--- src/rtl/frame_composer.sv ---
// Per-frame compositor: scans the framebuffer once per vsync and writes map, map+sprite or faded pixels.
// The pipeline is address issue -> memory read -> write; fb_wr_ready low freezes all stages.
module frame_composer #(
  parameter int          FB_W      = 240,
  parameter int          FB_H      = 160,
  parameter int          MAP_W     = 464,
  parameter int          MAP_H     = 388,
  parameter int          SPR_W     = 16,
  parameter int          SPR_H     = 21,
  parameter int          SHEET_W   = 271,
  parameter int          ADDR_W    = 19,
  parameter logic [23:0] KEY_COLOR = 24'hFF00FF,
  parameter int          FADE_STEP = 1
) (
  input  logic              Clk,
  input  logic              Reset,
  input  logic              VGA_VS,
  input  logic [1:0]        mode,
  input  logic [10:0]       cam_x,
  input  logic [10:0]       cam_y,
  input  logic [9:0]        spr_x,
  input  logic [9:0]        spr_y,
  input  logic [ADDR_W-1:0] spr_base,
  input  logic              spr_en,
  input  logic              spr_mirror,
  output logic [ADDR_W-1:0] map_addr,
  input  logic [23:0]       map_data,
  output logic [ADDR_W-1:0] spr_addr,
  input  logic [23:0]       spr_data,
  output logic [ADDR_W-1:0] fb_rd_addr,
  input  logic [23:0]       fb_rd_data,
  output logic [ADDR_W-1:0] fb_wr_addr,
  output logic [23:0]       fb_wr_data,
  output logic              fb_we,
  input  logic              fb_wr_ready,
  output logic              busy,
  output logic              frame_done,
  output logic [7:0]        frame_count,
  output logic              overrun
);

  typedef enum logic [1:0] {IDLE, RUN, DRAIN, DONE} state_t;
  state_t state;

  logic              vs_meta, vs_sync, vs_prev;
  logic              frame_start, stall, held;
  logic [9:0]        x, y;
  logic [1:0]        l_mode;
  logic [10:0]       l_cam_x, l_cam_y;
  logic [9:0]        l_spr_x, l_spr_y;
  logic [ADDR_W-1:0] l_spr_base;
  logic              l_spr_en, l_spr_mirror;
  logic              a_vld, a_in_map, a_spr_hit;
  logic [ADDR_W-1:0] a_wr_addr;
  logic              b_vld, b_in_map, b_spr_hit;
  logic [ADDR_W-1:0] b_wr_addr;
  logic [23:0]       map_hold, spr_hold, fbr_hold;

  logic [11:0]       mx, my;
  logic [9:0]        col, row, spr_col;
  logic              in_map, spr_hit, last_px;
  logic [ADDR_W-1:0] pix_idx, map_idx, spr_idx;
  logic [23:0]       map_q, spr_q, fbr_q, map_px, faded, pixel;

  assign frame_start = vs_prev & ~vs_sync;
  assign stall       = fb_we & ~fb_wr_ready;

  always_comb begin
    mx      = {l_cam_x[10], l_cam_x} + {2'b00, x};
    my      = {l_cam_y[10], l_cam_y} + {2'b00, y};
    in_map  = !mx[11] && (mx < 12'(MAP_W)) && !my[11] && (my < 12'(MAP_H));
    pix_idx = ADDR_W'(y) * ADDR_W'(FB_W) + ADDR_W'(x);
    map_idx = ADDR_W'(my) * ADDR_W'(MAP_W) + ADDR_W'(mx);
    col     = x - l_spr_x;
    row     = y - l_spr_y;
    spr_col = l_spr_mirror ? 10'(SPR_W - 1) - col : col;
    spr_idx = l_spr_base + ADDR_W'(row) * ADDR_W'(SHEET_W) + ADDR_W'(spr_col);
    spr_hit = (l_mode == 2'd2) && l_spr_en
           && ({1'b0, x} >= {1'b0, l_spr_x}) && ({1'b0, x} < {1'b0, l_spr_x} + 11'(SPR_W))
           && ({1'b0, y} >= {1'b0, l_spr_y}) && ({1'b0, y} < {1'b0, l_spr_y} + 11'(SPR_H));
    last_px = (x == 10'(FB_W - 1)) && (y == 10'(FB_H - 1));
  end

  // During a stall the memories already return data for the next address, so
  // the data belonging to the waiting pixel is captured on the first stall cycle.
  always_comb begin
    map_q  = held ? map_hold : map_data;
    spr_q  = held ? spr_hold : spr_data;
    fbr_q  = held ? fbr_hold : fb_rd_data;
    map_px = b_in_map ? map_q : '0;
    faded  = '0;
    for (int unsigned i = 0; i < 3; i++)
      faded[8*i +: 8] = (fbr_q[8*i +: 8] >= 8'(FADE_STEP)) ? fbr_q[8*i +: 8] - 8'(FADE_STEP) : 8'h00;
    case (l_mode)
      2'd2:    pixel = (b_spr_hit && spr_q != KEY_COLOR) ? spr_q : map_px;
      2'd3:    pixel = faded;
      default: pixel = map_px;
    endcase
  end

  always_ff @(posedge Clk or posedge Reset) begin
    if (Reset) begin
      state        <= IDLE;
      vs_meta      <= 1'b1;
      vs_sync      <= 1'b1;
      vs_prev      <= 1'b1;
      x            <= '0;
      y            <= '0;
      l_mode       <= '0;
      l_cam_x      <= '0;
      l_cam_y      <= '0;
      l_spr_x      <= '0;
      l_spr_y      <= '0;
      l_spr_base   <= '0;
      l_spr_en     <= 1'b0;
      l_spr_mirror <= 1'b0;
      a_vld        <= 1'b0;
      a_in_map     <= 1'b0;
      a_spr_hit    <= 1'b0;
      a_wr_addr    <= '0;
      b_vld        <= 1'b0;
      b_in_map     <= 1'b0;
      b_spr_hit    <= 1'b0;
      b_wr_addr    <= '0;
      held         <= 1'b0;
      map_hold     <= '0;
      spr_hold     <= '0;
      fbr_hold     <= '0;
      map_addr     <= '0;
      spr_addr     <= '0;
      fb_rd_addr   <= '0;
      fb_wr_addr   <= '0;
      fb_wr_data   <= '0;
      fb_we        <= 1'b0;
      busy         <= 1'b0;
      frame_done   <= 1'b0;
      frame_count  <= '0;
      overrun      <= 1'b0;
    end else begin
      vs_meta    <= VGA_VS;
      vs_sync    <= vs_meta;
      vs_prev    <= vs_sync;
      frame_done <= 1'b0;
      held       <= stall;
      if (frame_start && state != IDLE) overrun <= 1'b1;
      if (stall && !held) begin
        map_hold <= map_data;
        spr_hold <= spr_data;
        fbr_hold <= fb_rd_data;
      end
      if (!stall) begin
        b_vld      <= a_vld;
        b_in_map   <= a_in_map;
        b_spr_hit  <= a_spr_hit;
        b_wr_addr  <= a_wr_addr;
        fb_we      <= b_vld;
        if (b_vld) begin
          fb_wr_addr <= b_wr_addr;
          fb_wr_data <= pixel;
        end
        a_vld      <= 1'b0;
        map_addr   <= '0;
        spr_addr   <= '0;
        fb_rd_addr <= '0;
      end
      case (state)
        IDLE: if (frame_start) begin
          l_mode       <= mode;
          l_cam_x      <= cam_x;
          l_cam_y      <= cam_y;
          l_spr_x      <= spr_x;
          l_spr_y      <= spr_y;
          l_spr_base   <= spr_base;
          l_spr_en     <= spr_en;
          l_spr_mirror <= spr_mirror;
          x            <= '0;
          y            <= '0;
          if (mode != 2'd0) begin
            state <= RUN;
            busy  <= 1'b1;
          end
        end
        RUN: if (!stall) begin
          a_vld      <= 1'b1;
          a_in_map   <= in_map && (l_mode != 2'd3);
          a_spr_hit  <= spr_hit;
          a_wr_addr  <= pix_idx;
          map_addr   <= (l_mode != 2'd3 && in_map) ? map_idx : '0;
          spr_addr   <= spr_hit ? spr_idx : '0;
          fb_rd_addr <= (l_mode == 2'd3) ? pix_idx : '0;
          if (x == 10'(FB_W - 1)) begin
            x <= '0;
            y <= y + 10'd1;
          end else begin
            x <= x + 10'd1;
          end
          if (last_px) state <= DRAIN;
        end
        DRAIN: if (!a_vld && !b_vld && !stall) begin
          state       <= DONE;
          frame_done  <= 1'b1;
          frame_count <= frame_count + 8'd1;
        end
        DONE: begin
          state <= IDLE;
          busy  <= 1'b0;
        end
        default: state <= IDLE;
      endcase
    end
  end

endmodule

--- config.mk ---
export PLATFORM = sky130hd
export DESIGN_NAME = frame_composer
export DESIGN_NICKNAME = d
export VERILOG_FILES = /design/src/rtl/frame_composer.sv
export SDC_FILE = /design/constraint.sdc
export NUM_CORES = 1
export LEC_CHECK = 0
export CELL_PAD_IN_SITES_DETAIL_PLACEMENT = 0
export CELL_PAD_IN_SITES_GLOBAL_PLACEMENT = 1
export CORE_UTILIZATION = 45
export DETAILED_ROUTE_END_ITERATION = 16
export PLACE_DENSITY_LB_ADDON = 0.05
export SKIP_CTS_REPAIR_TIMING = 1
export SYNTH_ARGS = -nofsm -noshare
export SYNTH_HDL_FRONTEND = slang
export SYNTH_SLANG_ARGS = --single-unit
--- constraint.sdc ---
create_clock -name Clk -period 12.7 [get_ports Clk]
set_input_delay 2.54 -clock Clk [delete_from_list [all_inputs] [get_ports Clk]]
set_output_delay 2.54 -clock Clk [all_outputs]
set_load 0.005 [all_outputs]
Word level (Yosys, flattened, before mapping)
Index checks and enable logic that the tools add are counted.

Register bits: 319. Input bits: 141. Output and inout port bits: 112. Logic and storage cells: 162.

$add $sub $neg: 17. $mul: 3. Magnitude comparators: 9. Equality and inequality tests: 15. Mux-type cells: 43. Bitwise operators: 5. Reduce and logical (&&, ||, !) cells: 34.

Operator list (count): $mux W19 (12); $mux W24 (5); $mux W10 (6); $pmux W24 S2 (1); $pmux W10 S2 (2); $add A11 B11 Y12 (2); $ge A8 B1 Y1 const B (3); $lt A12 B9 Y1 const B (2); $mux W8 (3); $ne A24 B24 Y1 const B (1); $sub A8 B1 Y8 const B (3); $add A10 B5 Y11 const B (2); $lt A10 B11 Y1 (2); $add A10 B1 Y10 const B (2); $eq A10 B8 Y1 const B (2); $ge A10 B10 Y1 (2); $sub A10 B10 Y10 (2); $add A18 B10 Y19 (1); $add A19 B10 Y19 (1); $add A19 B12 Y19 (1); $add A19 B19 Y19 (1); $mul A10 B9 Y19 const B (1); $logic_and A1 B1 Y1 (15); $mul A12 B5 Y15 const B (1); other kinds (19) (53).

Logic depth before layout (Yosys ltp)
Gate-level depths: netlist of run 1.

Depth in word-level cells: 9. Mapped depth: 29. Depth with buffers taken out: 29.

Least setup slack after synthesis of run 1
No wires, ideal clock.

Kind: register to register. From: reg y[0]. To: reg with a tool-made name. Library setup time: 129 ps. Arrival time: 6072 ps. Slack: 6499 ps. Cell stages (with the launch flop): 30. Clock period less this slack: 6201 ps. Path through: dfrtp_1 > inv_1 > ha_1 > fa_1 > nor2b_1 > o21ai_0 > nand2b_1 > nand2_1 > nand2_1 > a21oi_1 > xnor2_1 > xor2_1 > ha_1 > a21o_1 > ha_1 > inv_1 > fa_1 > inv_1 > fa_1 > inv_1 > fa_1 > inv_1 > ha_1 > nand3_1 > nand2_1 > a41o_1 > o41a_1 > a311o_1 > xnor2_1 > o21ai_1.

RTL lines: start: declaration (RTL line 47) `logic [9:0] x, y;`; start signal: assignment (RTL line 193) `y <= y + 10'd1;`.

==> results of run 1 <==
==> layout by cell type, fill, tap and decap left out, types with 19 or more instances in the layout <==
master / count
clkbuf_16: 40
xnor2_1: 102
nand2b_1: 19
inv_1: 207
nor3_1: 38
fa_1: 72
dfrtp_1: 315
a22o_1: 27
a21o_1: 36
mux2i_1: 48
clkdlybuf4s50_1: 252
ha_1: 207
o21ai_1: 42
o22ai_1: 45
mux2_2: 192
a21oi_1: 90
o21ai_0: 83
nor2_1: 95
nand2_1: 211
xor2_1: 55
nand3_1: 33
==> worst paths after layout <==
check,startpoint,to,slack (ps),cells after the start
max,y[1]$_DFFE_PP0P_,register,5810,26
min,vs_meta$_DFF_PP1_,vs_sync$_DFF_PP1_,360,0
max reg2reg,y[1]$_DFFE_PP0P_,register,5810,26
min reg2reg,vs_meta$_DFF_PP1_,vs_sync$_DFF_PP1_,360,0
max in group asynchronous,Reset,held$_DFF_PP0_,8430,3
min in group asynchronous,Reset,fb_wr_addr[16]$_DFFE_PP0P_,2570,2
==> metal layers <==
layer  up-vias  track usage, %
li1       7984               -
met1      8003            32.5
met2       303            40.5
met3        78            3.63
met4         2            5.94
met5         -               0
==> logic make-up (layout without fill, tap and decap cells) <==
family          count (synthesis)  after routing  share of synthesized area, %
simple gates                  491            491                          10.4
compound gates                402            402                          11.6
flops                         319            319                          36.3
fa+ha+maj                     282            282                          18.4
buf+inv                       282            545                          4.91
mux                           240            240                          12.0
xor+xnor                      158            158                          6.32
==> cell usage after synthesis, drive strengths merged, types with 4 or more instances <==
cell / number
nand2: 212
o31a: 5
mux2i: 48
o31ai: 5
a211oi: 5
a31oi: 4
xor2: 55
nand4b: 7
nor2: 96
o21a: 14
or2: 9
nor2b: 16
and4: 4
o21ai: 125
nor4: 9
a21boi: 7
dfrtp: 316
inv: 210
o211ai: 6
nand4: 12
nand2b: 19
and2: 5
a21oi: 91
nand3: 33
nor3b: 5
buf: 31
or4: 4
o22ai: 45
mux2: 192
fa: 72
a21o: 36
or3: 7
clkbuf: 40
a22o: 27
o21bai: 7
and3: 10
xnor2: 103
nor3: 38
ha: 207
==> metrics by stage <==
stage / cell area (um2) / instances / worst slack (ps) / hold slack (ps) / utilization, %
after global placement: 25200 / 2983 / 5900 / 346 / 52.4
after floorplan: 22000 / 2174 / 1340 / 345 / -
after detailed placement: 25200 / 2983 / 5790 / 353 / 52.4
after CTS: 26400 / 3052 / 5780 / 362 / 55.0
after global routing: 26400 / 3052 / 5200 / 367 / 55.0
final: 26400 / 3052 / 5810 / 361 / 55.0
==> cell type report <==
| type | instances | area [um2] |
|---|---|---|
| Fill cell | 4339 | 21600 |
| Timing Repair Buffer | 265 | 2620 |
| Inverter | 211 | 800 |
| Clock buffer | 57 | 1150 |
| Clock inverter | 12 | 133 |
| Tap cell | 615 | 769 |
| Multi-Input combinational cell | 1573 | 13000 |
| Sequential cell | 319 | 7990 |
==> impl_results.md, run 1 <==
* First-pass GRT wire length at 93.3 mm
* Slew HR at 24.2%
* Top Family by Delay on Critical Path: adder cells
* Synth Net Count at 2594
* Drt first pass iters at 5
* Final setup fails at 0
* Clk slew on worst S/H paths at 60 ps
* Yosys warnings at 0
* Final antenna-violating net count at 0
* Ports at 253
* Synth area leaders: dfrtp_1 (36%), ha_1 (12%), mux2_2 (9.8%)
* Post-Route Setup TNS at 0 ps
* Routed len/inst at 19.2 um
* Port Buffers at 252
* Slew @ Worst Pin at 1130 ps
* CP Class: reg -> reg
* Core box area at 0.0480 mm2
* Wl on met1 at 26.6 mm
* Slew Viols, Final at 0
* Die span in x at 223 um
* Asr flop ratio synth at 100%
* Register area share after synthesis at 36.3%
* Die area at 0.0498 mm2
* CTS root buffer: clkbuf_16
* Met3 WL at 2.51 mm
* Final hold vios at 0
* Fmax at 0.145 GHz
* Initial antenna violation count at 2
* Worst path max stage delay at 610 ps
* Total GRT Usage at 24.1%
* Routability cong. at 0.840
* Row count at 80
* Clock Sinks at 319
* Largest net degree at the start of global routing at 128
* Nets at 2829
* Hold Path Class: reg -> reg
* Clk buf depth at 3
* Critical Path AT at 7290 ps
* Post-DP HPWL at 45.1 mm
* WL final at 58.6 mm
* Mapped cell area at 0.0220 mm2
* Number of global-route vias before repair at 16600
* Largest area contributor in the netlist: dfrtp_1
* Share of layout cells above drive strength 1 at 12.2%
* Insertion delay to the later sink of the worst-skew pair at 560 ps
* Slowest CP cell: dfrtp_1
* Post-Synthesis Cells at 2174
* Sum of buffers and inverters on the critical path at 2
* Top_reg_cell synth: dfrtp_1
* Post-synthesis register bit count at 319
* Top Metal Used: met5
* Via count at 16400
* EDFF count, synth at 0
* Antenna cells at 0
* Tcrit/Tclk final at 54.3%
* Synth top area share at 35.9%
* Die H at 223 um
* Via density at 5.36
* Netlist cell types at 77
* Mean area per synthesized cell at 10.1 um2
* Max Clock Skew at 19.8 ps
* Htree depth at 2
* Crit Path Max Fanout at 9
* CTS buffer count at 39
* Status: completed
* Met2 Wirelength at 28.1 mm
* Startpoint types: register
* Worst Path Required at 13100 ps
* Setup crit end kind: register
* GRT overflow at 0
* Layout area overhead at 20.1%
* Initial Utilization at 45.8%
* Most used cell, CP: ha_1
* CTS tree: built
* Final min period at 6890 ps
* DRT iter0 DRCs at 946
* RSZ-0062 raised after global routing: no
* Max Cap Viol at 0
* DRC Markers at 0
Power of run 1 is left out: the tool's default activity adds up to more than one toggle a clock period on the data nets, which glitch-free logic cannot reach.
==> run 2, diff against run 1 <==
==> constraint.sdc (replaced) <==
create_clock -name Clk -period 7.1 [get_ports Clk]
set_input_delay 1.42 -clock Clk [delete_from_list [all_inputs] [get_ports Clk]]
set_output_delay 1.42 -clock Clk [all_outputs]
set_load 0.005 [all_outputs]
==> impl_results.md, run 2 (synthesized netlist as in run 1, its figures left out) <==
* Hold Path Sink: vs_sync$_DFF_PP1_
* CTS tree: built
* Commonest non-fill, non-tap cell in the layout: dfrtp_1
* Fillers at 4342
* Final min period at 6540 ps
* Layout area overhead at 21.0%
* Status: completed
* Slew HR at 17.4%
* RSZ-0062 raised after global routing: no
* Pre-CTS setup slack at 163 ps
* Placed cells at 3000
* CTS root buffer: clkbuf_16
* Die area at 0.0498 mm2
* Total GRT Usage at 24.1%
* Max Cap Viol at 0
* Clk buf depth at 3
* Via count at 16600
* Routed len/inst at 19.2 um
* Non-Filler Instances at 3072
* Nets at 2847
* Max Clock Skew at 20.4 ps
* Ports at 253
* Setup crit end kind: register
* CTS buffer count at 39
* Worst min-delay path startpoint: vs_meta$_DFF_PP1_
* Final setup fails at 0
* Initial Utilization at 45.8%
* DRT iter0 DRCs at 879
* GRT overflow at 0
* R2r setup slk at 560 ps
* Tcrit/Tclk final at 92.2%
* Number of global-route vias before repair at 16800
* CP Class: reg -> reg
* RR Startpoint: y[0]$_DFFE_PP0P_
* Hold path cells at 0
* Clk slew on worst S/H paths at 50 ps
* Drt first pass iters at 5
* Slew Viols, Final at 0
* Via density at 5.41
* Largest net degree at the start of global routing at 165
* Row count at 80
* Final antenna-violating net count at 0
* Clock Sinks at 319
* Fmax at 0.153 GHz
* Worst setup margin at 556 ps
* WL final at 58.9 mm
* Startpoint types: register
* DRC Markers at 0
* Post-DP HPWL at 45.1 mm
* Worst Path Required at 7490 ps
* Final hold vios at 0
* Routability cong. at 0.853
* Most frequent cells in the layout: dfrtp_1 (315), clkdlybuf4s50_1 (252), nand2_1 (211)
* Post-place instance area at 0.0253 mm2
* Share of layout cells above drive strength 1 at 12.9%
* Slew @ Worst Pin at 1230 ps
* Port Buffers at 252
* Die span in x at 223 um
* Crit Path Max Fanout at 6
* Initial antenna violation count at 5
* Fin area at 0.0267 mm2
* Reg2Reg Depth at 27
* Hold Path Class: reg -> reg
* Die H at 223 um
* Antenna cells at 0
* Core box area at 0.0480 mm2
* First-pass GRT wire length at 93.2 mm
* Post-Route Setup TNS at 0 ps
* Critical Path AT at 6940 ps
* Insertion delay to the later sink of the worst-skew pair at 570 ps
* Htree depth at 2
==> run 2: cell types whose count changed in the layout (fill, tap and decap cells not counted), sizes merged <==
cell / delta
buf: +18
clkinv: -4
clkinvlp: +2
inv: +2
bufinv: +1
clkbuf: +1
==> run 2: worst max-delay path by stage <==
stage / from / endpoint / slack (ps) / cells after the start
global route: y[0]$_DFFE_PP0P_ / register / 60 / 27
detailed placement: y[0]$_DFFE_PP0P_ / register / 160 / 27
CTS: y[0]$_DFFE_PP0P_ / register / 150 / 27
floorplan: y[0]$_DFFE_PP0P_ / register / 900 / 29
finish: y[0]$_DFFE_PP0P_ / register / 560 / 27
global placement: y[0]$_DFFE_PP0P_ / register / 430 / 27
==> run 2: layout make-up <==
cell class | instances | area, um2 | area share [%]
clock buffers | 58 | 1160 | 4.35
clock inverters | 13 | 175 | 0.657
inverters | 211 | 796 | 2.99
multi-input cells | 1573 | 13000 | 48.8
flip-flops and latches | 319 | 7990 | 30.0
well taps | 615 | 769 | 2.89
repair buffers | 283 | 2770 | 10.4
==> run 2: per-layer routing <==
metal | global-route usage, % | vias to the layer above | part of all wire, %
li1 | - | 8028 | -
met1 | 32.8 | 8182 | 46
met2 | 39.5 | 332 | 47
met3 | 3.49 | 80 | 4.2
met4 | 7.59 | 6 | 2.5
met5 | 0 | - | 0.056
==> run 2: worst max-delay path, cell delays in order (launching register included) <==
cell and delay, ps:
dfrtp_1 490, inv_1 140, ha_1 260, fa_1 420, nor2b_1 150, o21ai_0 90, nand2b_1 160, nor2b_1 200
nor4_1 80, nor2_1 320, xor2_1 130, ha_1 210, a21o_1 160, ha_1 280, fa_1 460, fa_1 540
inv_1 50, fa_1 520, inv_1 40, ha_1 370, and3_1 210, a21oi_1 100, o21ai_0 140, o41ai_2 300
buf_4 180, o21ai_0 100, xnor2_1 180, o21ai_0 100
==> run 2: per-stage QoR <==
stage / hold WS, ps / utilization (%)
finish: 357 / 55.5
global route: 358 / 55.5
CTS: 357 / 55.4
detailed placement: 348 / 52.6
global placement: 348 / 52.6
floorplan: 345 / -
Power of run 2 is left out for the same reason.
